### src/rtl/seq_step4_pkg.sv
// Shared types and constants for the seq_step4 code sequencer.
// Imported by the prescaler and the top-level FSM.
package seq_step4_pkg;

  localparam int CODE_W = 4;

  typedef enum logic [1:0] {
    M_UP     = 2'b00,
    M_DOWN   = 2'b01,
    M_BOUNCE = 2'b10,
    M_SINGLE = 2'b11
  } mode_t;

  typedef enum logic [1:0] {
    S_IDLE,
    S_RUN,
    S_HOLD,
    S_DONE
  } state_t;

endpackage

### src/rtl/seq_step4_step_tick.sv
// Step-period prescaler: counts RUN cycles and flags when a code
// has been held for period+1 cycles.
module step_tick #(
  parameter int DIV_W = 8
) (
  input  logic             clk,
  input  logic             reset_n,
  input  logic             load,
  input  logic             adv,
  input  logic [DIV_W-1:0] period,
  output logic             tick
);

  logic [DIV_W-1:0] period_q;
  logic [DIV_W-1:0] cnt;

  assign tick = (cnt == period_q);

  always_ff @(posedge clk or negedge reset_n) begin
    if (!reset_n) begin
      period_q <= '0;
      cnt      <= '0;
    end else if (load) begin
      period_q <= period;
      cnt      <= '0;
    end else if (adv) begin
      cnt <= tick ? '0 : cnt + 1'b1;
    end
  end

endmodule

### src/rtl/seq_step4.sv
// Programmable 4-bit code sequencer feeding the data-stop stage.
// Holds the FSM, code register, bounce direction and latched bounds.
module seq_step4
  import seq_step4_pkg::*;
#(
  parameter int DIV_W = 8
) (
  input  logic              clk,
  input  logic              reset_n,
  input  logic              start,
  input  logic              stop,
  input  logic              hold,
  input  logic [1:0]        mode,
  input  logic [CODE_W-1:0] lo,
  input  logic [CODE_W-1:0] hi,
  input  logic [DIV_W-1:0]  period,
  output logic [CODE_W-1:0] b,
  output logic              en,
  output logic              busy,
  output logic              wrap,
  output logic              done,
  output logic              err
);

  state_t            st, st_n;
  mode_t             mode_q;
  logic [CODE_W-1:0] lo_q, hi_q, b_n;
  logic              dir_up, dir_n;
  logic              wrap_n, done_n, err_n;
  logic              load, adv, tick;

  step_tick #(
    .DIV_W (DIV_W)
  ) u_tick (
    .clk     (clk),
    .reset_n (reset_n),
    .load    (load),
    .adv     (adv),
    .period  (period),
    .tick    (tick)
  );

  always_comb begin
    st_n   = st;
    b_n    = b;
    dir_n  = dir_up;
    wrap_n = 1'b0;
    done_n = 1'b0;
    err_n  = 1'b0;
    load   = 1'b0;
    adv    = 1'b0;
    if (stop) begin
      st_n = S_IDLE;
    end else if (start) begin
      if (lo > hi) begin
        st_n  = S_IDLE;
        err_n = 1'b1;
      end else begin
        load  = 1'b1;
        st_n  = S_RUN;
        b_n   = (mode == M_DOWN) ? hi : lo;
        dir_n = (mode != M_DOWN);
      end
    end else begin
      unique case (st)
        S_RUN: begin
          if (hold) begin
            st_n = S_HOLD;
          end else begin
            adv = 1'b1;
            if (tick) begin
              unique case (mode_q)
                M_UP: begin
                  if (b == hi_q) begin
                    b_n    = lo_q;
                    wrap_n = 1'b1;
                  end else begin
                    b_n = b + 1'b1;
                  end
                end
                M_DOWN: begin
                  if (b == lo_q) begin
                    b_n    = hi_q;
                    wrap_n = 1'b1;
                  end else begin
                    b_n = b - 1'b1;
                  end
                end
                M_BOUNCE: begin
                  // Endpoints turn around instead of repeating.
                  if (lo_q == hi_q) begin
                    wrap_n = 1'b1;
                  end else if (dir_up) begin
                    if (b == hi_q) begin
                      dir_n = 1'b0;
                      b_n   = b - 1'b1;
                    end else begin
                      b_n = b + 1'b1;
                    end
                  end else begin
                    if (b == lo_q) begin
                      dir_n  = 1'b1;
                      b_n    = b + 1'b1;
                      wrap_n = 1'b1;
                    end else begin
                      b_n = b - 1'b1;
                    end
                  end
                end
                M_SINGLE: begin
                  if (b == hi_q) begin
                    st_n   = S_DONE;
                    done_n = 1'b1;
                  end else begin
                    b_n = b + 1'b1;
                  end
                end
                default: ;
              endcase
            end
          end
        end
        S_HOLD: begin
          if (!hold) st_n = S_RUN;
        end
        S_DONE: st_n = S_IDLE;
        default: ;
      endcase
    end
  end

  always_ff @(posedge clk or negedge reset_n) begin
    if (!reset_n) begin
      st     <= S_IDLE;
      b      <= '0;
      dir_up <= 1'b1;
      en     <= 1'b0;
      busy   <= 1'b0;
      wrap   <= 1'b0;
      done   <= 1'b0;
      err    <= 1'b0;
      mode_q <= M_UP;
      lo_q   <= '0;
      hi_q   <= '0;
    end else begin
      st     <= st_n;
      b      <= b_n;
      dir_up <= dir_n;
      en     <= (st_n == S_RUN);
      busy   <= (st_n == S_RUN) || (st_n == S_HOLD);
      wrap   <= wrap_n;
      done   <= done_n;
      err    <= err_n;
      if (load) begin
        mode_q <= mode_t'(mode);
        lo_q   <= lo;
        hi_q   <= hi;
      end
    end
  end

endmodule

### config.mk
export PLATFORM = sky130hd
export DESIGN_NAME = seq_step4
export DESIGN_NICKNAME = d
export VERILOG_FILES = /design/src/rtl/seq_step4_pkg.sv /design/src/rtl/seq_step4_step_tick.sv /design/src/rtl/seq_step4.sv
export SDC_FILE = /design/constraint.sdc
export NUM_CORES = 1
export LEC_CHECK = 0
export CORE_MARGIN = 1
export CORE_UTILIZATION = 35
export CTS_BUF_LIST = sky130_fd_sc_hd__clkbuf_4 sky130_fd_sc_hd__clkbuf_8
export CTS_CLUSTER_DIAMETER = 50
export DETAILED_ROUTE_END_ITERATION = 10
export HOLD_SLACK_MARGIN = 0.15
export MAX_ROUTING_LAYER = met4
export PLACE_DENSITY = 0.55
export SYNTH_ARGS = -nofsm -noshare
export SYNTH_HDL_FRONTEND = slang
export SYNTH_SLANG_ARGS = --single-unit
### constraint.sdc
create_clock -name clk -period 4.5 [get_ports clk]
set_input_delay 0.9 -clock clk [delete_from_list [all_inputs] [get_ports clk]]
set_output_delay 0.9 -clock clk [all_outputs]
set_load 0.005 [all_outputs]
==> results of run 1 <==
[registers in the layout, indices dropped and copies added (netlist names)]
register / count
b: 4
en: 1
done: 1
dir_up: 1
busy: 1
hi_q: 4
u_tick.period_q: 8
err: 1
st: 2
lo_q: 4
mode_q: 2
u_tick.cnt: 8
wrap: 1
[cells by family (layout without fill, tap and decap cells)]
family | after synthesis | after routing | share of synthesized area
xor gates and xnor gates | 30 | 30 | 0.106
AOI/OAI and AO/OA | 47 | 47 | 0.149
muxes | 12 | 12 | 0.0520
adders and majority gates | 8 | 8 | 0.0404
buffers and inverters | 26 | 52 | 0.0525
DFF | 38 | 38 | 0.384
and+or+nand+nor | 114 | 114 | 0.215
[where the power goes]
group          internal (uW)  switching, uW  total (uW)
registers                404            114         518
clock network            123            127         251
logic                    269            249         517
total                    796            490        1290
[metal layers]
layer	vias to the layer above	GRT usage	wire (um)
met5	-	-	0
met4	0	0.0485	76
met3	8	0.0327	189
met2	33	0.261	2540
met1	912	0.246	2830
li1	996	-	-
[final timing paths]
path                                                  endpoint  slack (ps)  cells after the start
max in group asynchronous                        err$_DFF_PN0_        3210                      1
worst max-delay path                 u_tick.cnt[7]$_DFFE_PN0P_        1360                      7
worst min register to register  u_tick.period_q[4]$_DFFE_PN0P_         500                      2
worst min-delay path            u_tick.period_q[4]$_DFFE_PN0P_         500                      2
worst max register to register                b[2]$_DFFE_PN0P_        2110                      6
min in group asynchronous            u_tick.cnt[7]$_DFFE_PN0P_         730                      1
[stage by stage]
stage                     setup slack, ps  power (uW)  hold WS (ps)  area [um^2]  utilization
final                                1360        1290           500         2920        0.428
after global routing                 1130        1370           529         2920        0.428
after CTS                            1380        1300           507         2920        0.428
after detailed placement             1070        1040           486         2830        0.414
after global placement               1110        1050           483         2830        0.414
after floorplan                      1850         914           467         2480            -
[worst register-to-register path, cell delays in order (launching register included)]
cell	delay, ps
dfrtp_1	500
xor2_1	200
or4_1	750
mux2_4	390
nor4_2	140
a211oi_1	80
a22o_1	230
[layout make-up]
type | count | area, um^2
fill | 702 | 3910
multi-input combinational | 211 | 1400
sequential | 38 | 952
timing repair buffer | 33 | 320
tap | 96 | 120
clock buffer | 6 | 82.6
inverter | 11 | 41.3
clock inverter | 2 | 12.5
[synth_stat cells, drive strengths merged (2+ instances only)]
master / n / share of area
a2111oi: 2 / 0.0096
a211oi: 3 / 0.0091
a21o: 3 / 0.0096
a21oi: 8 / 0.016
a22o: 2 / 0.0071
and2: 2 / 0.0050
buf: 9 / 0.025
clkbuf: 6 / 0.011
dfrtp: 37 / 0.37
ha: 8 / 0.040
inv: 11 / 0.017
mux2: 4 / 0.020
mux2i: 8 / 0.032
nand2: 58 / 0.088
nand2b: 5 / 0.013
nand3: 3 / 0.0061
nand4: 4 / 0.013
nor2: 20 / 0.030
nor2b: 2 / 0.0050
nor3: 5 / 0.010
nor4: 6 / 0.018
o21a: 2 / 0.0061
o21ai: 10 / 0.020
o22ai: 2 / 0.0050
o2bb2ai: 2 / 0.015
o31ai: 2 / 0.0061
o41ai: 3 / 0.017
or3: 3 / 0.0096
or4: 2 / 0.0061
xnor2: 18 / 0.064
xor2: 12 / 0.042
==> impl_metrics.ini, run 1 <==
[floorplan]
die_area_um2 = 7420
chipHeight_um = 86.1
initial_utilization = 0.363
die_x_um = 86.1
core_area_um2 = 6830
rows = 30
io_pins = 32

[setup_path]
crit_buf_inv = 1
cp.required_ps = 4690
crit_slowest_cell = a211oi_1
critPathLaunchType = input pin
crit_top_cell = nor2_1
slowest_delay_ps = 830
crit_chain = clkdlybuf4s50_1 > nand2b_1 > nor2_1 > a211oi_1 > nor4_1 > xnor2_1 > nor2_1
path_max_fanout = 18
end_kind = flip-flop
critical_path_class = input pin to flip-flop
critPathLaunch = start
cp.arrival_ps = 3330
path_delay_family = compound AO/OA/AOI/OAI gates
reg2reg_from = b[2]$_DFFE_PN0P_

[yosys]
ys_types = 55
synth_cells = 275
synth_top_flop_cell = dfrtp_1
synth_nets = 306
synth-seq-cells = 38
syn_area_um2 = 2480
async_flop_share = 1.00
yosysWarnings = 0
syn_avg_cell_area_um2 = 9.01
synth.yosys.seq_area_share = 0.384
synth_edf_count = 0

[route]
drt-pass1-iter-count = 4
vias_per_cell = 4.91
totalWireLength_um = 5630
post_drt_wl_per_cell_um = 14.2
via_count = 1949
final_antenna_net_count = 0
first_iter_violations = 85
detail_route.drc_violations = 0

[sta]
fmax_ghz = 0.318
setup_violations = 0
drv_slew = 0
max-slew-margin-rel = 0.343
fin_skew_ps = 10.4
fin_crit_ps = 3140
hold_viol_final = 0
period_share = 0.699
fin_tns_setup_ps = 0
grt_setup_unrepaired = no
worstMarginPinSlew_ps = 980

[clocking]
clk_path_buf_depth = 2
cts_buffers = 5
cts_resized = 0
postCtsSetupRepairBufs = 0
cts_htree_levels = 2
cts_tree = built
clk_latency_ps = 300
clk_pin_slew_ps = 80
ctsHoldBuffers = 0
cts_sinks = 38
root_buffer = clkbuf_8

[worst_hold_path]
hold_path.class = flip-flop to flip-flop
hold_start = u_tick.period_q[4]$_DFFE_PN0P_

[place]
gp_congestion = 0.841
dp_hpwl_um = 4120
placed_cells = 389
portBuffers = 31

[global_route]
grt_max_degree = 39
grt_pass1_vias = 1945
track_usage = 0.176
grt_pass1_wl_um = 9870
antenna_found_initial = 0
gr-total-overflow = 0

[final_layout]
drive_gt1_frac = 0.0864
antennaDiodeCount = 0
layout.cells.non_filler = 397
syn2layout_area_growth_pct = 18.0
final_cell_mix = nand2_1 (58), dfrtp_1 (37), clkdlybuf4s50_1 (30)
nNetsFinal = 331
layout_commonest_cell = nand2_1

[run_status]
outcome = complete, no violations

[power]
vdd_drop_max_v = 0.000157
power.leakage_uw = 0.00132
powerDensity_nw_per_um2 = 440

[run]
cap_viol_max_count = 0
No activity file was read; power rests on OpenSTA's default activity.
==> run 2, diff against run 1 <==
- clock period: 4.5 -> 3.24 ns (I/O delays scaled with it)
==> run 2 against run 1 <==
  * Clock skew decreased by 5.8 ps
  * Combinational power rose by 40%
  * Count of clock-buffer cells in the layout is the same
  * Utilization increased by 0.44 points
  * Cell count increased by 1.0%
  * Hold slack got worse by 33 ps
  * Routed wire length rose by 2.4%
  * Critical path type unchanged
  * Sequential share of layout area fell by 0.33 points
  * Power rose by 39%
  * Largest cell class unchanged
  * Highest routed layer unchanged
  * Register-to-register slack worse by 1300 ps
  * Global-route usage is 0.077 points lower
==> impl_metrics.ini, run 2 (same netlist as run 1, synthesis figures left out) <==
[global_route]
use_met3 = 0.0289
met1_usage = 0.242
grt_pass1_vias = 1961
grt_pass1_wl_um = 9770
grt_busiest_layer = met2
track_usage = 0.176
gr-total-overflow = 0
antenna_found_initial = 0
grt_max_degree = 39
grt_use_met2 = 0.271

[route]
totalWireLength_um = 5770
drt-pass1-iter-count = 4
detail_route.drc_violations = 0
post_drt_wl_per_cell_um = 14.4
final_antenna_net_count = 0
vias_per_cell = 4.88
first_iter_violations = 73
via_count = 1958

[floorplan]
rows = 30
core_area_um2 = 6830
io_pins = 32
die_area_um2 = 7420
die_x_um = 86.1
chipHeight_um = 86.1
initial_utilization = 0.363

[final_layout]
reg_top3 = u_tick.cnt (8), u_tick.period_q (8)
syn2layout_area_growth_pct = 19.2
drive_gt1_frac = 0.0984
antennaDiodeCount = 0
nNetsFinal = 335
num-fill-cells = 727
layout_commonest_cell = nand2_1
multi_input_area_um2 = 1400
final_cell_mix = nand2_1 (58), dfrtp_1 (37), clkdlybuf4s50_1 (30)
layout.cells.non_filler = 401
seqCellArea_um2 = 952

[setup_path]
path_max_fanout = 7
end_kind = flip-flop
critical_path_class = input pin to flip-flop
critPathLaunchType = input pin
cp.required_ps = 3420
cp.arrival_ps = 2940

[sta]
setup_ws_ps = 482
setup_violations = 0
drv_slew = 0
worstMarginPinSlew_ps = 854
hold_viol_final = 0
fin_tns_setup_ps = 0
fin_crit_ps = 2760
fmax_ghz = 0.363
period_share = 0.851
grt_setup_unrepaired = no
fin_skew_ps = 4.60
max-slew-margin-rel = 0.431

[clocking]
cts_buffers = 5
cts_sinks = 38
cts_tree = built
root_buffer = clkbuf_8
ctsHoldBuffers = 0
clk_pin_slew_ps = 70
postCtsSetupRepairBufs = 0
cts_resized = 0
cts_htree_levels = 2
clk_path_buf_depth = 2
clk_latency_ps = 290

[run]
cap_viol_max_count = 0

[place]
gp_congestion = 0.814
portBuffers = 31
placed_cells = 393
preCtsSetupSlack_ps = 210
dp_hpwl_um = 4240

[power]
vdd_drop_max_v = 0.000284
powerDensity_nw_per_um2 = 605
power.leakage_uw = 0.00134

[run_status]
outcome = complete, no violations

[worst_hold_path]
hold_path.class = input pin to async pin
==> run 2: layout make-up <==
type                       count  share of cell area
multi-input combinational    211               0.472
sequential                    38               0.322
timing repair buffer          37               0.119
tap                           96              0.0407
clock buffer                   6              0.0280
inverter                      11              0.0140
clock inverter                 2             0.00424
==> run 2: layer usage <==
layer  share of wire  wire, um  vias to the layer above
met4          0.0050        29                        0
met2            0.47      2690                       23
met3           0.021       121                        2
met1            0.51      2930                      931
met5               0         0                        -
li1                -         -                     1002
==> run 2: path summary, 6_finish.rpt <==
| kind | start | end | slack (ps) | cells after the start |
|---|---|---|---|---|
| setup / recovery | hi[1] | b[1]$_DFFE_PN0P_ | 480 | 8 |
| hold / removal | reset_n | hi_q[2]$_DFFE_PN0P_ | 470 | 1 |
| setup reg to reg | b[2]$_DFFE_PN0P_ | b[1]$_DFFE_PN0P_ | 800 | 6 |
| hold reg to reg | u_tick.period_q[7]$_DFFE_PN0P_ | u_tick.period_q[7]$_DFFE_PN0P_ | 500 | 2 |
| max in group asynchronous | reset_n | u_tick.cnt[1]$_DFFE_PN0P_ | 2240 | 1 |
| min in group clk | u_tick.period_q[7]$_DFFE_PN0P_ | u_tick.period_q[7]$_DFFE_PN0P_ | 500 | 2 |
==> run 2: stage by stage <==
step,utilization,hold WS (ps),instance area (um^2),total power (uW)
2_1_floorplan,-,352,2480,1270
3_3_place_gp,0.418,485,2860,1450
3_5_place_dp,0.418,488,2860,1450
4_1_cts,0.432,508,2950,1800
5_1_grt,0.432,524,2950,1910
6_report,0.432,466,2950,1790
==> run 2: critical path, cell delays in order <==
cell and delay, ps:
clkdlybuf4s50_1 480, inv_1 60, ha_1 280, nor2b_1 130, o31ai_1 440, a21oi_1 290
o2bb2ai_4 250, o41ai_2 360
==> run 2: report_power, final <==
group	internal [uW]	switching, uW	leakage (uW)	total, uW
clock network	171	170	0.0000472	341
logic	378	346	0.000801	723
registers	562	162	0.000487	724
